$ cat src/rtl/dmem_access_unit_if.sv
// Request/response and word-memory bus of the data-memory access unit.
// The unit itself uses the master view; the CPU/memory environment uses slave.
interface dmem_access_unit_if #(
  parameter int ADDR_WIDTH = 32
);
  logic                  req_valid;
  logic                  req_ready;
  logic                  req_write;
  logic [1:0]            req_size;
  logic                  req_unsigned;
  logic [ADDR_WIDTH-1:0] req_addr;
  logic [31:0]           req_wdata;

  logic                  resp_valid;
  logic [31:0]           resp_rdata;
  logic                  resp_error;

  logic [ADDR_WIDTH-1:0] mem_address;
  logic                  mem_MemRead;
  logic                  mem_MemWrite;
  logic [31:0]           mem_WriteData;
  logic [31:0]           mem_ReadData;

  modport master (
    input  req_valid, req_write, req_size, req_unsigned, req_addr, req_wdata,
    output req_ready,
    output resp_valid, resp_rdata, resp_error,
    output mem_address, mem_MemRead, mem_MemWrite, mem_WriteData,
    input  mem_ReadData
  );

  modport slave (
    output req_valid, req_write, req_size, req_unsigned, req_addr, req_wdata,
    input  req_ready,
    input  resp_valid, resp_rdata, resp_error,
    input  mem_address, mem_MemRead, mem_MemWrite, mem_WriteData,
    output mem_ReadData
  );
endinterface

$ cat src/rtl/dmem_access_unit.sv
// Byte/half/word load-store unit in front of a word-only data memory.
// Optional macro MISALIGN_TRAP_EN turns misaligned half/word accesses into errors.
module dmem_access_unit #(
  parameter int MEM_WORDS  = 128,
  parameter int ADDR_WIDTH = 32
) (
  input  logic               clock,
  input  logic               reset,
  dmem_access_unit_if.master bus
);

  localparam logic [ADDR_WIDTH:0] ADDR_LIMIT = (ADDR_WIDTH+1)'(MEM_WORDS * 4);

  typedef enum logic [1:0] {
    IDLE = 2'd0,
    RD   = 2'd1,
    WR   = 2'd2,
    RESP = 2'd3
  } state_t;

  state_t                state;
  state_t                state_nxt;

  logic                  accept;
  logic                  req_err;

  logic                  error_p0;
  logic                  write_p0;
  logic                  unsigned_p0;
  logic [1:0]            size_p0;
  logic [ADDR_WIDTH-1:0] addr_p0;
  logic [31:0]           wdata_p0;
  logic [31:0]           word_p1;

  // Lane extraction and sign/zero extension of a loaded word.
  function automatic logic [31:0] load_extend(input logic [31:0] word,
                                              input logic [1:0]  size,
                                              input logic [1:0]  lane,
                                              input logic        uns);
    logic signed [7:0]  b;
    logic signed [15:0] h;
    logic signed [31:0] ext;
    b = word[{lane, 3'b000} +: 8];
    h = word[{lane[1], 4'b0000} +: 16];
    case (size)
      2'd0:    ext = uns ? $signed({24'h0, b}) : b;
      2'd1:    ext = uns ? $signed({16'h0, h}) : h;
      default: ext = $signed(word);
    endcase
    return ext;
  endfunction

  // Replace the addressed lane of the old word with the store data.
  function automatic logic [31:0] store_merge(input logic [31:0] word,
                                              input logic [31:0] data,
                                              input logic [1:0]  size,
                                              input logic [1:0]  lane);
    logic [31:0] merged;
    merged = word;
    case (size)
      2'd0:    merged[{lane, 3'b000} +: 8]    = data[7:0];
      2'd1:    merged[{lane[1], 4'b0000} +: 16] = data[15:0];
      default: merged = data;
    endcase
    return merged;
  endfunction

  assign accept = (state == IDLE) && bus.req_valid;

  always_comb begin
    req_err = (bus.req_size == 2'd3) || ({1'b0, bus.req_addr} >= ADDR_LIMIT);
`ifdef MISALIGN_TRAP_EN
    if ((bus.req_size == 2'd1) && bus.req_addr[0])
      req_err = 1'b1;
    if ((bus.req_size == 2'd2) && (bus.req_addr[1:0] != 2'b00))
      req_err = 1'b1;
`endif
  end

  // p0: request captured at acceptance
  always_ff @(posedge clock) begin
    if (!reset) begin
      state    <= IDLE;
      error_p0 <= 1'b0;
    end else begin
      state <= state_nxt;
      if (accept)
        error_p0 <= req_err;
    end
  end

  always_ff @(posedge clock) begin
    if (accept) begin
      write_p0    <= bus.req_write;
      unsigned_p0 <= bus.req_unsigned;
      size_p0     <= bus.req_size;
      addr_p0     <= bus.req_addr;
      wdata_p0    <= bus.req_wdata;
    end
  end

  // p1: memory word captured at the end of the RD cycle
  always_ff @(posedge clock) begin
    if (state == RD)
      word_p1 <= bus.mem_ReadData;
  end

  always_comb begin
    state_nxt         = state;
    bus.req_ready     = 1'b0;
    bus.resp_valid    = 1'b0;
    bus.resp_error    = 1'b0;
    bus.resp_rdata    = 32'h0;
    bus.mem_address   = '0;
    bus.mem_MemRead   = 1'b0;
    bus.mem_MemWrite  = 1'b0;
    bus.mem_WriteData = 32'h0;
    case (state)
      IDLE: begin
        bus.req_ready = 1'b1;
        if (bus.req_valid) begin
          if (req_err)
            state_nxt = RESP;
          else if (bus.req_write && (bus.req_size == 2'd2))
            state_nxt = WR;
          else
            state_nxt = RD;
        end
      end
      RD: begin
        bus.mem_MemRead = 1'b1;
        bus.mem_address = {addr_p0[ADDR_WIDTH-1:2], 2'b00};
        state_nxt       = write_p0 ? WR : RESP;
      end
      WR: begin
        // Word stores ignore word_p1; sub-word stores merge into it.
        bus.mem_MemWrite  = 1'b1;
        bus.mem_address   = {addr_p0[ADDR_WIDTH-1:2], 2'b00};
        bus.mem_WriteData = store_merge(word_p1, wdata_p0, size_p0, addr_p0[1:0]);
        state_nxt         = RESP;
      end
      RESP: begin
        bus.resp_valid = 1'b1;
        bus.resp_error = error_p0;
        if (!error_p0 && !write_p0)
          bus.resp_rdata = load_extend(word_p1, size_p0, addr_p0[1:0], unsigned_p0);
        state_nxt = IDLE;
      end
      default: state_nxt = IDLE;
    endcase
  end

endmodule

$ cat src/flat_wrapper.sv
// flat-port wrapper written by rule: the top's interface ports become plain ports
module dmem_access_unit_flat 
#(
  parameter int MEM_WORDS  = 128,
  parameter int ADDR_WIDTH = 32
)
  (clock, reset, bus_req_valid, bus_req_write, bus_req_size, bus_req_unsigned, bus_req_addr, bus_req_wdata, bus_req_ready, bus_resp_valid, bus_resp_rdata, bus_resp_error, bus_mem_address, bus_mem_MemRead, bus_mem_MemWrite, bus_mem_WriteData, bus_mem_ReadData);
  dmem_access_unit_if #(.ADDR_WIDTH(ADDR_WIDTH)) bus_i ();
  input  logic clock;
  input  logic reset;
  input wire logic [$bits(bus_i.req_valid)-1:0] bus_req_valid;
  input wire logic [$bits(bus_i.req_write)-1:0] bus_req_write;
  input wire logic [$bits(bus_i.req_size)-1:0] bus_req_size;
  input wire logic [$bits(bus_i.req_unsigned)-1:0] bus_req_unsigned;
  input wire logic [$bits(bus_i.req_addr)-1:0] bus_req_addr;
  input wire logic [$bits(bus_i.req_wdata)-1:0] bus_req_wdata;
  output wire logic [$bits(bus_i.req_ready)-1:0] bus_req_ready;
  output wire logic [$bits(bus_i.resp_valid)-1:0] bus_resp_valid;
  output wire logic [$bits(bus_i.resp_rdata)-1:0] bus_resp_rdata;
  output wire logic [$bits(bus_i.resp_error)-1:0] bus_resp_error;
  output wire logic [$bits(bus_i.mem_address)-1:0] bus_mem_address;
  output wire logic [$bits(bus_i.mem_MemRead)-1:0] bus_mem_MemRead;
  output wire logic [$bits(bus_i.mem_MemWrite)-1:0] bus_mem_MemWrite;
  output wire logic [$bits(bus_i.mem_WriteData)-1:0] bus_mem_WriteData;
  input wire logic [$bits(bus_i.mem_ReadData)-1:0] bus_mem_ReadData;
  assign bus_i.req_valid = bus_req_valid;
  assign bus_i.req_write = bus_req_write;
  assign bus_i.req_size = bus_req_size;
  assign bus_i.req_unsigned = bus_req_unsigned;
  assign bus_i.req_addr = bus_req_addr;
  assign bus_i.req_wdata = bus_req_wdata;
  assign bus_req_ready = bus_i.req_ready;
  assign bus_resp_valid = bus_i.resp_valid;
  assign bus_resp_rdata = bus_i.resp_rdata;
  assign bus_resp_error = bus_i.resp_error;
  assign bus_mem_address = bus_i.mem_address;
  assign bus_mem_MemRead = bus_i.mem_MemRead;
  assign bus_mem_MemWrite = bus_i.mem_MemWrite;
  assign bus_mem_WriteData = bus_i.mem_WriteData;
  assign bus_i.mem_ReadData = bus_mem_ReadData;
  dmem_access_unit #(.MEM_WORDS(MEM_WORDS), .ADDR_WIDTH(ADDR_WIDTH)) u_core (.clock(clock), .reset(reset), .bus(bus_i));
endmodule
$ cat config.mk
export PLATFORM = sky130hd
export DESIGN_NAME = dmem_access_unit_flat
export DESIGN_NICKNAME = d
export VERILOG_FILES = /design/src/rtl/dmem_access_unit_if.sv /design/src/rtl/dmem_access_unit.sv /design/src/flat_wrapper.sv
export SDC_FILE = /design/constraint.sdc
export NUM_CORES = 1
export LEC_CHECK = 0
export ABC_AREA = 1
export CORE_ASPECT_RATIO = 1.2
export CORE_MARGIN = 8
export CORE_UTILIZATION = 45
export CTS_BUF_LIST = sky130_fd_sc_hd__clkbuf_8
export DETAILED_ROUTE_END_ITERATION = 6
export PLACE_DENSITY = 0.79
export SLEW_MARGIN = 20
export SYNTH_ARGS = -nofsm -noshare
export SYNTH_HDL_FRONTEND = slang
export SYNTH_SLANG_ARGS = --single-unit
$ cat constraint.sdc
create_clock -name clock -period 4.2 [get_ports clock]
set_input_delay 0.42 -clock clock [delete_from_list [all_inputs] [get_ports clock]]
set_output_delay 0.42 -clock clock [all_outputs]
set_load 0.02 [all_outputs]
==> Word level (Yosys, flattened, before mapping) <==
Index checks and enable logic that the tools add are counted.
Widths: inputs -> output; s select.
{ "word_totals": {"reg_bits": 103, "output_inout_bits": 101, "wordCells": 53} }
{ "op_classes": {"n_addsub": 2, "order_cmp": 1, "n_eq_ne": 7, "n_shift": 6, "mux": 20, "n_reduce_logical": 9} }
{ "ops": {"columns": ["operator", "n"], "rows": [
  ["$mux 32", 6],
  ["$pmux 32 s2", 2],
  ["$bwmux 32", 2],
  ["$ge 32x10->1 const B", 1],
  ["$shift 16x7->32 const A", 1],
  ["$shift 8x7->32 const A", 1],
  ["$shiftx 16x7->32", 1],
  ["$shiftx 32x6->16", 1],
  ["$shiftx 32x6->8", 1],
  ["$shiftx 8x7->32", 1],
  ["$neg 5->7", 2],
  ["$eq 2x2->1 const B", 4],
  ["$pmux 2 s4", 1],
  ["$mux 1", 6],
  ["$mux 2", 3],
  ["$eq 2x1->1 const B", 2],
  ["$logic_not 2->1", 2],
  ["$logic_and 1x1->1", 3],
  ["$logic_not 1->1", 2],
  ["$ne 2x2->1 const B", 1],
  ["$reduce_or 2->1", 1],
  ["$logic_or 1x1->1", 1]
]} }

==> Longest topological paths before layout <==
Gate-level depths: netlist of the first run.
{ "logic_depth": {"ltp_word": 6, "mapped_depth": 10} }

==> Worst setup path after synthesis of the first run <==
No wires, ideal clock.
{ "synth_timing": {"path_type": "register to register", "start": "reg u_core.state[0]", "end": "reg u_core.error_p0", "setup_ps": 99, "arrival_time_ps": 2549, "t_required_ps": 4101, "slack_ps": 1552, "stages_incl_launch_ff": 7, "n_path_buf": 0, "path_cell_list": "dfxtp_1 -> inv_1 -> ha_1 -> nand2_1 -> inv_1 -> o21ai_0 -> a41oi_1"} }
{ "synth_via": {"elab_chain_len": 2} }
{ "synth_rtl": {"columns": ["item", "line", "source"], "rows": [
  ["start: declaration", "dmem_access_unit.sv:21", "state_t state;"],
  ["start signal: assignment", "dmem_access_unit.sv:86", "state <= state_nxt;"],
  ["$logic_not 2->1", "dmem_access_unit.sv:68", "assign accept = (state == IDLE) && bus.req_valid;"],
  ["$logic_and 1x1->1", "dmem_access_unit.sv:68", null],
  ["net u_core.accept", "dmem_access_unit.sv:24", "logic accept;"],
  ["end signal: assignment", "dmem_access_unit.sv:88", "error_p0 <= req_err;"],
  ["end: declaration", "dmem_access_unit.sv:27", "logic error_p0;"]
]} }
The timed path passes the listed nets, and every way through them passes these cells.
A chain may end at the register's enable or synchronous reset.

==> Final worst setup path of the first run <==
{ "layout_timing": {"start": "reg u_core.addr_p0[1]", "end": "out bus_mem_WriteData[1]"} }
{ "layout_via": {"elab_chain_len": 5, "word_cells_on_any_way": 10} }
{ "layout_rtl": {"columns": ["item", "line", "source"], "rows": [
  ["start: declaration", "dmem_access_unit.sv:31", "logic [ADDR_WIDTH-1:0] addr_p0;"],
  ["start signal: assignment", "dmem_access_unit.sv:97", "addr_p0 <= bus.req_addr;"],
  ["$neg 5->7 (on tied branches)", "dmem_access_unit.sv:62, dmem_access_unit.sv:61", null],
  ["$shiftx 16x7->32 (tied with other cells)", "dmem_access_unit.sv:62", "2'd1: merged[{lane[1], 4'b0000} +: 16] = data[15:0];"],
  ["$bwmux 32 (on tied branches)", "dmem_access_unit.sv:62, dmem_access_unit.sv:61", null],
  ["$pmux 32 s2 (*)", "dmem_access_unit.sv:60", "case (size)"],
  ["$mux 32 (*)", "dmem_access_unit.sv:118", "case (state)"],
  ["end: declaration", "flat_wrapper.sv:24", "output wire logic [$bits(bus_i.mem_WriteData)-1:0] bus_mem_WriteData;"]
]} }
Every way passes the cells marked *; elsewhere a longest branch is shown, timed or not.

==> load_flow_metrics.sql, run 1 <==
INSERT INTO impl_metrics (metric_group, metric, value, unit) VALUES
('sta', 'timing.clock.skew', '10.24', 'ps'),
('logic_synthesis', 'synth.mux.area_fraction', '0', '%'),
('global_route', 'grt_remaining_overflow', '0', ''),
('clock_network', 'cts_num_sinks', '103', ''),
('power_and_ir_drop', 'share_comb_of_total_power', '36.8', '%'),
('drt', 'antenna_violating_nets_post_route', '0', ''),
('logic_synthesis', 'ys_flop_type', 'sky130_fd_sc_hd__edfxtp_1', ''),
('power_and_ir_drop', 'netSwitchingFraction', '37.06', '%'),
('final_layout', 'area.sequential', '0.003063', 'sq mm'),
('clock_network', 'h-tree-depth', '3', ''),
('clock_network', 'cts_post_setup_buffers_inserted', '0', ''),
('floorplanning', 'initial_core_util', '45.83', '%'),
('power_and_ir_drop', 'power.sequential.fraction', '43.3', '%'),
('global_route', 'number_of_antenna_violations_at_the_first_check_in_global_routing', '0', ''),
('logic_synthesis', 'synth.top_cells.by_area', 'sky130_fd_sc_hd__edfxtp_1, sky130_fd_sc_hd__o21ai_0, sky130_fd_sc_hd__a21oi_1', ''),
('logic_synthesis', 'post-synth-top-area-fraction', '52.19', '%'),
('placed_design', 'gp_congestion', '0.8854', ''),
('floorplanning', 'rows', '45', ''),
('placed_design', 'post_place_cell_area', '0.007841', 'sq mm'),
('power_and_ir_drop', 'power.leakage', '3.164', 'nW'),
('min_path', 'timing.hold.worst.class', 'input port to register', ''),
('power_and_ir_drop', 'cellPowerDensity', '402.7', 'mW/mm^2'),
('drt', 'routed_via_density', '5.577', ''),
('logic_synthesis', 'syn_area_per_cell', '8.963', 'sq um'),
('clock_network', 'cts_resized', '0', ''),
('status', 'run_status', 'completed', ''),
('worst_setup_path', 'critPathArrivalTime', '3440', 'ps'),
('final_layout', 'layout_commonest_cell', 'sky130_fd_sc_hd__clkdlybuf4s50_1', ''),
('logic_synthesis', 'netlist_area_before_placement', '0.005754', 'sq mm'),
('floorplanning', 'core_region_area', '0.01256', 'sq mm'),
('sta', 'finalCriticalPeriod', '3864', 'ps'),
('drt', 'detailedRoute.firstIterationViolations', '545', ''),
('floorplanning', 'die_height', '139.9', 'um'),
('logic_synthesis', 'yosys.area_share.simple', '13.57', '%'),
('logic_synthesis', 'post_synth_inst_count', '642', ''),
('worst_setup_path', 'worst_setup_path_start_kind', 'register', ''),
('sta', 'finalCritPeriodShare', '92.01', '%'),
('sta', 'setup-violations-final', '0', ''),
('power_and_ir_drop', 'p_int', '0.002037', 'W'),
('drt', 'routed_wl', '20980', 'um'),
('logic_synthesis', 'yosys.cell_types.count', '30', ''),
('logic_synthesis', 'ys_ff_latch', '103', ''),
('final_layout', 'syn2layout_area_growth', '39.66', '%'),
('sta', 'timing.max_slew.rel_slack', '39.45', '%'),
('worst_setup_path', 'crit_required', '3780', 'ps'),
('floorplanning', 'die_width', '119.2', 'um'),
('clock_network', 'cts_tree', 'yes', ''),
('final_layout', 'most-common-layout-cells', 'sky130_fd_sc_hd__clkdlybuf4s50_1, sky130_fd_sc_hd__edfxtp_1, sky130_fd_sc_hd__o21ai_0, sky130_fd_sc_hd__nand2_1, sky130_fd_sc_hd__inv_1', ''),
('worst_setup_path', 'worstSetupPathType', 'register to output port', ''),
('final_layout', 'filler_cell_count', '1041', ''),
('worst_setup_path', 'timing.critical_path.from', 'u_core.addr_p0[1]$_DFFE_PP_', ''),
('logic_synthesis', 'xor_xnor_portion_of_the_synthesized_cell_area', '0', '%'),
('drt', 'drc_errors', '0', ''),
('clock_network', 'cts_hold_buf', '0', ''),
('logic_synthesis', 'synth_warnings', '0', ''),
('global_route', 'largest_net_degree_at_the_start_of_global_routing', '39', ''),
('global_route', 'global_route_wire_length_before_repair', '32280', 'um'),
('global_route', 'grtUsageTotal', '24.88', '%'),
('final_layout', 'antennaDiodeCount', '0', ''),
('worst_setup_path', 'cp_max_fo', '15', ''),
('drt', 'wire_per_inst', '21.09', 'um'),
('logic_synthesis', 'yosys.area.top_type', 'sky130_fd_sc_hd__edfxtp_1', ''),
('final_layout', 'post-route-cell-area', '0.008036', 'sq mm'),
('logic_synthesis', 'seq_area_frac_synth', '53.23', '%'),
('power_and_ir_drop', 'pwr-share-clk', '19.9', '%'),
('sta', 'slew_viol_final', '0', ''),
('logic_synthesis', 'synth_compound_area_share', '21.55', '%'),
('placed_design', 'dpl.hpwl', '15880', 'um'),
('final_layout', 'layout-drive-gt1-share', '4.693', '%'),
('drt', 'num_vias', '5549', ''),
('logic_synthesis', 'synthAdderAreaFrac', '1.957', '%');
kinds of logic after synthesis:
family                   count (synthesis)
AND/OR/NAND/NOR                        179
other                                    1
AO/OA/AOI/OAI                          218
adder cells (fa/ha/maj)                  9
buffers and inverters                  132
flip-flops                             103
worst max-delay path, cell delays in order (launching register included):
cell                              delay, ps
sky130_fd_sc_hd__edfxtp_1               410
sky130_fd_sc_hd__inv_2                  280
sky130_fd_sc_hd__ha_1                   420
sky130_fd_sc_hd__inv_1                  340
sky130_fd_sc_hd__nand4_1                460
sky130_fd_sc_hd__o221ai_1               330
sky130_fd_sc_hd__inv_1                   70
sky130_fd_sc_hd__nor2_1                 120
sky130_fd_sc_hd__clkdlybuf4s50_1        630
state kept, by name, summed over array words and instances (netlist names):
| register | flops |
|---|---|
| u_core.unsigned_p0 | 1 |
| u_core.wdata_p0 | 32 |
| u_core.error_p0 | 1 |
| u_core.word_p1 | 32 |
| u_core.size_p0 | 2 |
| u_core.state | 2 |
| u_core.write_p0 | 1 |
| u_core.addr_p0 | 32 |
stage by stage:
stage / instances / power [W] / util [%] / hold WS, ps / setup slack (ps)
floorplan: 643 / 0.002045 / - / 518.9 / 1552
global placement: 979 / 0.002591 / 62.45 / 564.1 / 862.3
detailed placement: 979 / 0.002610 / 62.45 / 582.0 / 818.4
CTS: 995 / 0.003248 / 64.01 / 565.3 / 391.8
global route: 995 / 0.003392 / 64.01 / 563.5 / 90.75
finish: 995 / 0.003236 / 64.01 / 586.0 / 335.6
cells in the mapped netlist, types with 4 or more instances:
library cell / count
sky130_fd_sc_hd__nor2_1: 55
sky130_fd_sc_hd__o21ai_1: 4
sky130_fd_sc_hd__a21oi_1: 71
sky130_fd_sc_hd__nor2_4: 4
sky130_fd_sc_hd__ha_1: 9
sky130_fd_sc_hd__buf_2: 11
sky130_fd_sc_hd__o21ai_0: 96
sky130_fd_sc_hd__nand2_1: 91
sky130_fd_sc_hd__edfxtp_1: 100
sky130_fd_sc_hd__clkbuf_1: 18
sky130_fd_sc_hd__inv_1: 91
sky130_fd_sc_hd__a22oi_1: 4
sky130_fd_sc_hd__buf_4: 6
sky130_fd_sc_hd__o221ai_1: 19
sky130_fd_sc_hd__o211ai_1: 20
sky130_fd_sc_hd__nand3_1: 18
power by group through the flow:
stage / registers, W / clock network (W) / logic (W)
after floorplan: 0.00138 / 0 / 0.000668
after global placement: 0.00142 / 0 / 0.00117
after detailed placement: 0.00142 / 0 / 0.00119
after CTS: 0.00140 / 0.000655 / 0.00119
after global routing: 0.00141 / 0.000687 / 0.00129
final: 0.00140 / 0.000642 / 0.00119
routing by layer:
| metal | GRT usage, % | up-vias | part of all wire [%] |
|---|---|---|---|
| met4 | 11.34 | 0 | 3.0 |
| met1 | 27.99 | 2562 | 37 |
| met5 | 0 | - | 0 |
| li1 | - | 2594 | - |
| met3 | 7.811 | 43 | 11 |
| met2 | 42.10 | 350 | 49 |
final timing paths:
kind | to | slack, ps | cells past startpoint
max reg2reg | u_core.wdata_p0[14]$_DFFE_PP_ | 2320 | 5
max | bus_mem_WriteData[1] | 340 | 8
min reg2reg | u_core.error_p0$_SDFFE_PN0P_ | 600 | 2
min | u_core.word_p1[8]$_DFFE_PP_ | 590 | 1
area by class of cell:
cell class | count | area share [%]
well taps | 164 | 2.553
repair buffers | 210 | 25.88
clock buffers | 9 | 1.541
multi-input cells | 408 | 26.64
inverters | 94 | 4.390
clock inverters | 7 | 0.8874
flip-flops and latches | 103 | 38.11
(Power assumes the default switching activity.)
==> run 2, diff against run 1 <==
Settings changed: CTS_CLUSTER_SIZE from default to 14.
==> results of run 2 <==
Final layout, timing and power as in run 1 (identical DEF).
==> run 3, diff against run 2 <==
Settings changed: CTS_CLUSTER_SIZE 14 to default, SLEW_MARGIN 20 to default.
Clock period 4.2 ns to 3.8 ns, I/O delays scaled along.
==> run 3 against run 2 <==
Effect of this change:
- hold slack lost 41 ps
- die area unchanged
- design area grew 0.51%
- first-iteration DRC count fell by 12%
- clock-buffer cell count did not move
- non-clock buffer count grew 2
- power grew 12%
- via count decreased by 1.4%
- critical endpoint is now bus_mem_WriteData[20]
- combinational power grew 10%
- setup slack got worse by 130 ps
- critical path depth did not move
- register-to-register slack lost 590 ps
==> load_flow_metrics.sql, run 3 (synthesized netlist as in run 1, its figures left out) <==
INSERT INTO impl_metrics (metric_group, metric, value, unit) VALUES
('status', 'run_status', 'completed', ''),
('clock_network', 'cts_root_buffer', 'sky130_fd_sc_hd__clkbuf_8', ''),
('power_and_ir_drop', 'total_switching_power', '0.001296', 'W'),
('final_layout', 'filler_cell_count', '1036', ''),
('clock_network', 'ctsLongestPathBuffers', '2', ''),
('worst_setup_path', 'critical-path-max-stage-delay', '690', 'ps'),
('placed_design', 'placement.setup.worst_slack', '516.3', 'ps'),
('global_route', 'grt_remaining_overflow', '0', ''),
('sta', 'max_freq', '278.3', 'MHz'),
('min_path', 'whs_path_depth', '1', ''),
('worst_setup_path', 'crit_chain', 'inv_2 > nand2_4 > nor2_4 > inv_1 > o21ai_0 > a21oi_1 > a21oi_1 > clkdlybuf4s50_1', ''),
('worst_setup_path', 'regToRegStartpoint', 'u_core.state[0]$_SDFFE_PN0P_', ''),
('sta', 'setup-violations-final', '0', ''),
('final_layout', 'layout_commonest_cell', 'sky130_fd_sc_hd__clkdlybuf4s50_1', ''),
('floorplanning', 'die_height', '139.9', 'um'),
('power_and_ir_drop', 'ir_drop', '307.0', 'uV'),
('clock_network', 'cts_tree', 'yes', ''),
('worst_setup_path', 'r2r-end', 'u_core.error_p0$_SDFFE_PN0P_', ''),
('clock_network', 'cts_hold_buf', '0', ''),
('final_layout', 'syn2layout_area_growth', '40.38', '%'),
('placed_design', 'io_port_bufs', '201', ''),
('min_path', 'worst_hold_startpoint', 'bus_mem_ReadData[18]', ''),
('sta', 'unrepaired_setup_endpoints_after_global_routing', 'no', ''),
('power_and_ir_drop', 'netSwitchingFraction', '35.87', '%'),
('drt', 'wire_per_inst', '20.84', 'um'),
('sta', 'finalCritPeriodShare', '94.56', '%'),
('drt', 'detailedRoute.firstIterationViolations', '478', ''),
('drt', 'antenna_violating_nets_post_route', '0', ''),
('drt', 'num_vias', '5472', ''),
('sta', 'finalHoldViolations', '0', ''),
('clock_network', 'cts_clock_pin_slew_for_the_worst_setup_and_hold_paths', '100', 'ps'),
('worst_setup_path', 'critPathArrivalTime', '3210', 'ps'),
('floorplanning', 'dieArea', '0.01668', 'sq mm'),
('global_route', 'grtUsageTotal', '24.80', '%'),
('final_layout', 'biggestRegsByFlops', 'u_core.addr_p0 (32), u_core.wdata_p0 (32), u_core.word_p1 (32)', ''),
('sta', 'finalWorstSetupSlack', '206.9', 'ps'),
('worst_setup_path', 'reg2reg_setup_slack', '1730', 'ps'),
('worst_setup_path', 'crit_required', '3420', 'ps'),
('clock_network', 'cts_num_sinks', '103', ''),
('sta', 'summed_negative_setup_slack_over_all_endpoints', '0', 'ps'),
('power_and_ir_drop', 'pwr-share-clk', '20.7', '%'),
('floorplanning', 'io-pin-count', '204', ''),
('power_and_ir_drop', 'p_int', '0.002317', 'W'),
('placed_design', 'dpl.hpwl', '15760', 'um'),
('worst_setup_path', 'reg2regPathDepth', '7', ''),
('job', 'cap_violations', '0', ''),
('sta', 'worst_pin_slew', '894.7', 'ps'),
('placed_design', 'gp_congestion', '0.9245', ''),
('clock_network', 'worst_skew_pair.late_latency', '380', 'ps'),
('worst_setup_path', 'timing.critical_path.mode_cell', 'sky130_fd_sc_hd__a21oi_1', ''),
('drt', 'routed_via_density', '5.494', ''),
('sta', 'finalCriticalPeriod', '3593', 'ps'),
('power_and_ir_drop', 'power.sequential.fraction', '42.9', '%'),
('global_route', 'number_of_antenna_violations_at_the_first_check_in_global_routing', '0', ''),
('global_route', 'global_route_wire_length_before_repair', '32240', 'um'),
('sta', 'timing.max_slew.rel_slack', '40.35', '%'),
('sta', 'timing.clock.skew', '9.895', 'ps'),
('drt', 'routed_wl', '20760', 'um'),
('min_path', 'whs_endpoint', 'u_core.word_p1[18]$_DFFE_PP_', ''),
('floorplanning', 'die_width', '119.2', 'um'),
('final_layout', 'num-nets-final', '940', ''),
('global_route', 'largest_net_degree_at_the_start_of_global_routing', '40', ''),
('global_route', 'grt_pass1_vias', '5822', ''),
('floorplanning', 'initial_core_util', '45.83', '%'),
('clock_network', 'h-tree-depth', '3', ''),
('final_layout', 'antennaDiodeCount', '0', ''),
('clock_network', 'cts_inserted_buffers', '9', ''),
('power_and_ir_drop', 'share_comb_of_total_power', '36.4', '%'),
('floorplanning', 'core_region_area', '0.01256', 'sq mm'),
('power_and_ir_drop', 'cellPowerDensity', '447.2', 'mW/mm^2'),
('power_and_ir_drop', 'power.leakage', '3.190', 'nW'),
('worst_setup_path', 'worst_setup_path_end_kind', 'output port', ''),
('worst_setup_path', 'cp_max_fo', '19', ''),
('worst_setup_path', 'worst_setup_path_start_kind', 'register', ''),
('final_layout', 'layout-drive-gt1-share', '4.928', '%'),
('drt', 'dr.pass1.iters', '5', ''),
('worst_setup_path', 'worstSetupPathType', 'register to output port', ''),
('sta', 'slew_viol_final', '0', ''),
('final_layout', 'most-common-layout-cells', 'sky130_fd_sc_hd__clkdlybuf4s50_1, sky130_fd_sc_hd__edfxtp_1, sky130_fd_sc_hd__o21ai_0, sky130_fd_sc_hd__nand2_1, sky130_fd_sc_hd__inv_1', ''),
('worst_setup_path', 'critical_path.slowest_cell', 'sky130_fd_sc_hd__edfxtp_1', ''),
('min_path', 'timing.hold.worst.class', 'input port to register', ''),
('floorplanning', 'rows', '45', ''),
('drt', 'drc_errors', '0', '');
==> run 3: cell types whose count changed in the layout (fill, tap and decap cells not counted), sizes merged <==
cell	before	now
clkinv	3	2
buf	9	11
clkinvlp	1	0
bufinv	1	2
==> run 3: cell type report <==
cell class	instances	area (sq um)	share of cell area, %
repair buffers	212	2107	26.08
clock buffers	9	123.9	1.533
clock inverters	6	85.08	1.053
well taps	164	205.2	2.540
multi-input cells	408	2141	26.50
inverters	94	352.8	4.368
flip-flops and latches	103	3063	37.92
==> run 3: worst max-delay path by stage <==
| stage | start | end | cells past startpoint |
|---|---|---|---|
| floorplan | u_core.state[0]$_SDFFE_PN0P_ | u_core.error_p0$_SDFFE_PN0P_ | 6 |
| CTS | u_core.addr_p0[1]$_DFFE_PP_ | bus_mem_WriteData[0] | 8 |
| finish | u_core.size_p0[1]$_DFFE_PP_ | bus_mem_WriteData[20] | 8 |
| detailed placement | u_core.addr_p0[1]$_DFFE_PP_ | bus_mem_WriteData[0] | 8 |
| global placement | u_core.addr_p0[1]$_DFFE_PP_ | bus_mem_WriteData[7] | 8 |
| global route | u_core.size_p0[1]$_DFFE_PP_ | bus_mem_WriteData[28] | 8 |
==> run 3: power by group through the flow <==
stage	clock (W)	sequential [W]	combinational, W
finish	0.000748	0.00155	0.00131
global route	0.000798	0.00156	0.00143
CTS	0.000761	0.00155	0.00132
detailed placement	0	0.00157	0.00131
global placement	0	0.00157	0.00130
floorplan	0	0.00152	0.000739
==> run 3: worst max-delay path, delay by kind of cell (launching register included) <==
family,cells,cell delay [ps]
buffers and inverters,3,1130
DFF,1,690
and+or+nand+nor,2,520
AOI/OAI and AO/OA,3,490
==> run 3: routing by layer <==
| metal | up-vias | track usage [%] | wire length [um] |
|---|---|---|---|
| li1 | 2590 | - | - |
| met1 | 2555 | 28.27 | 7978 |
| met2 | 277 | 42.01 | 10140 |
| met3 | 50 | 6.597 | 1853 |
| met4 | 0 | 12.21 | 785 |
| met5 | - | 0 | 0 |
==> run 3: through the flow <==
step / instances / hold slack, ps / util [%] / power, W / instance area (sq um)
detailed placement: 980 / 589.9 / 62.61 / 0.002882 / 7861
CTS: 995 / 534.2 / 64.28 / 0.003625 / 8070
global route: 996 / 529.8 / 64.33 / 0.003788 / 8078
global placement: 980 / 557.7 / 62.61 / 0.002866 / 7861
finish: 996 / 544.7 / 64.33 / 0.003612 / 8078
floorplan: 643 / 478.9 / - / 0.002260 / 5758
==> run 3: repair_timing <==
item / CTS / global route
setup buffers: 0 / 1
resized for setup: 0 / 0
setup endpoints to repair: 0 / 8
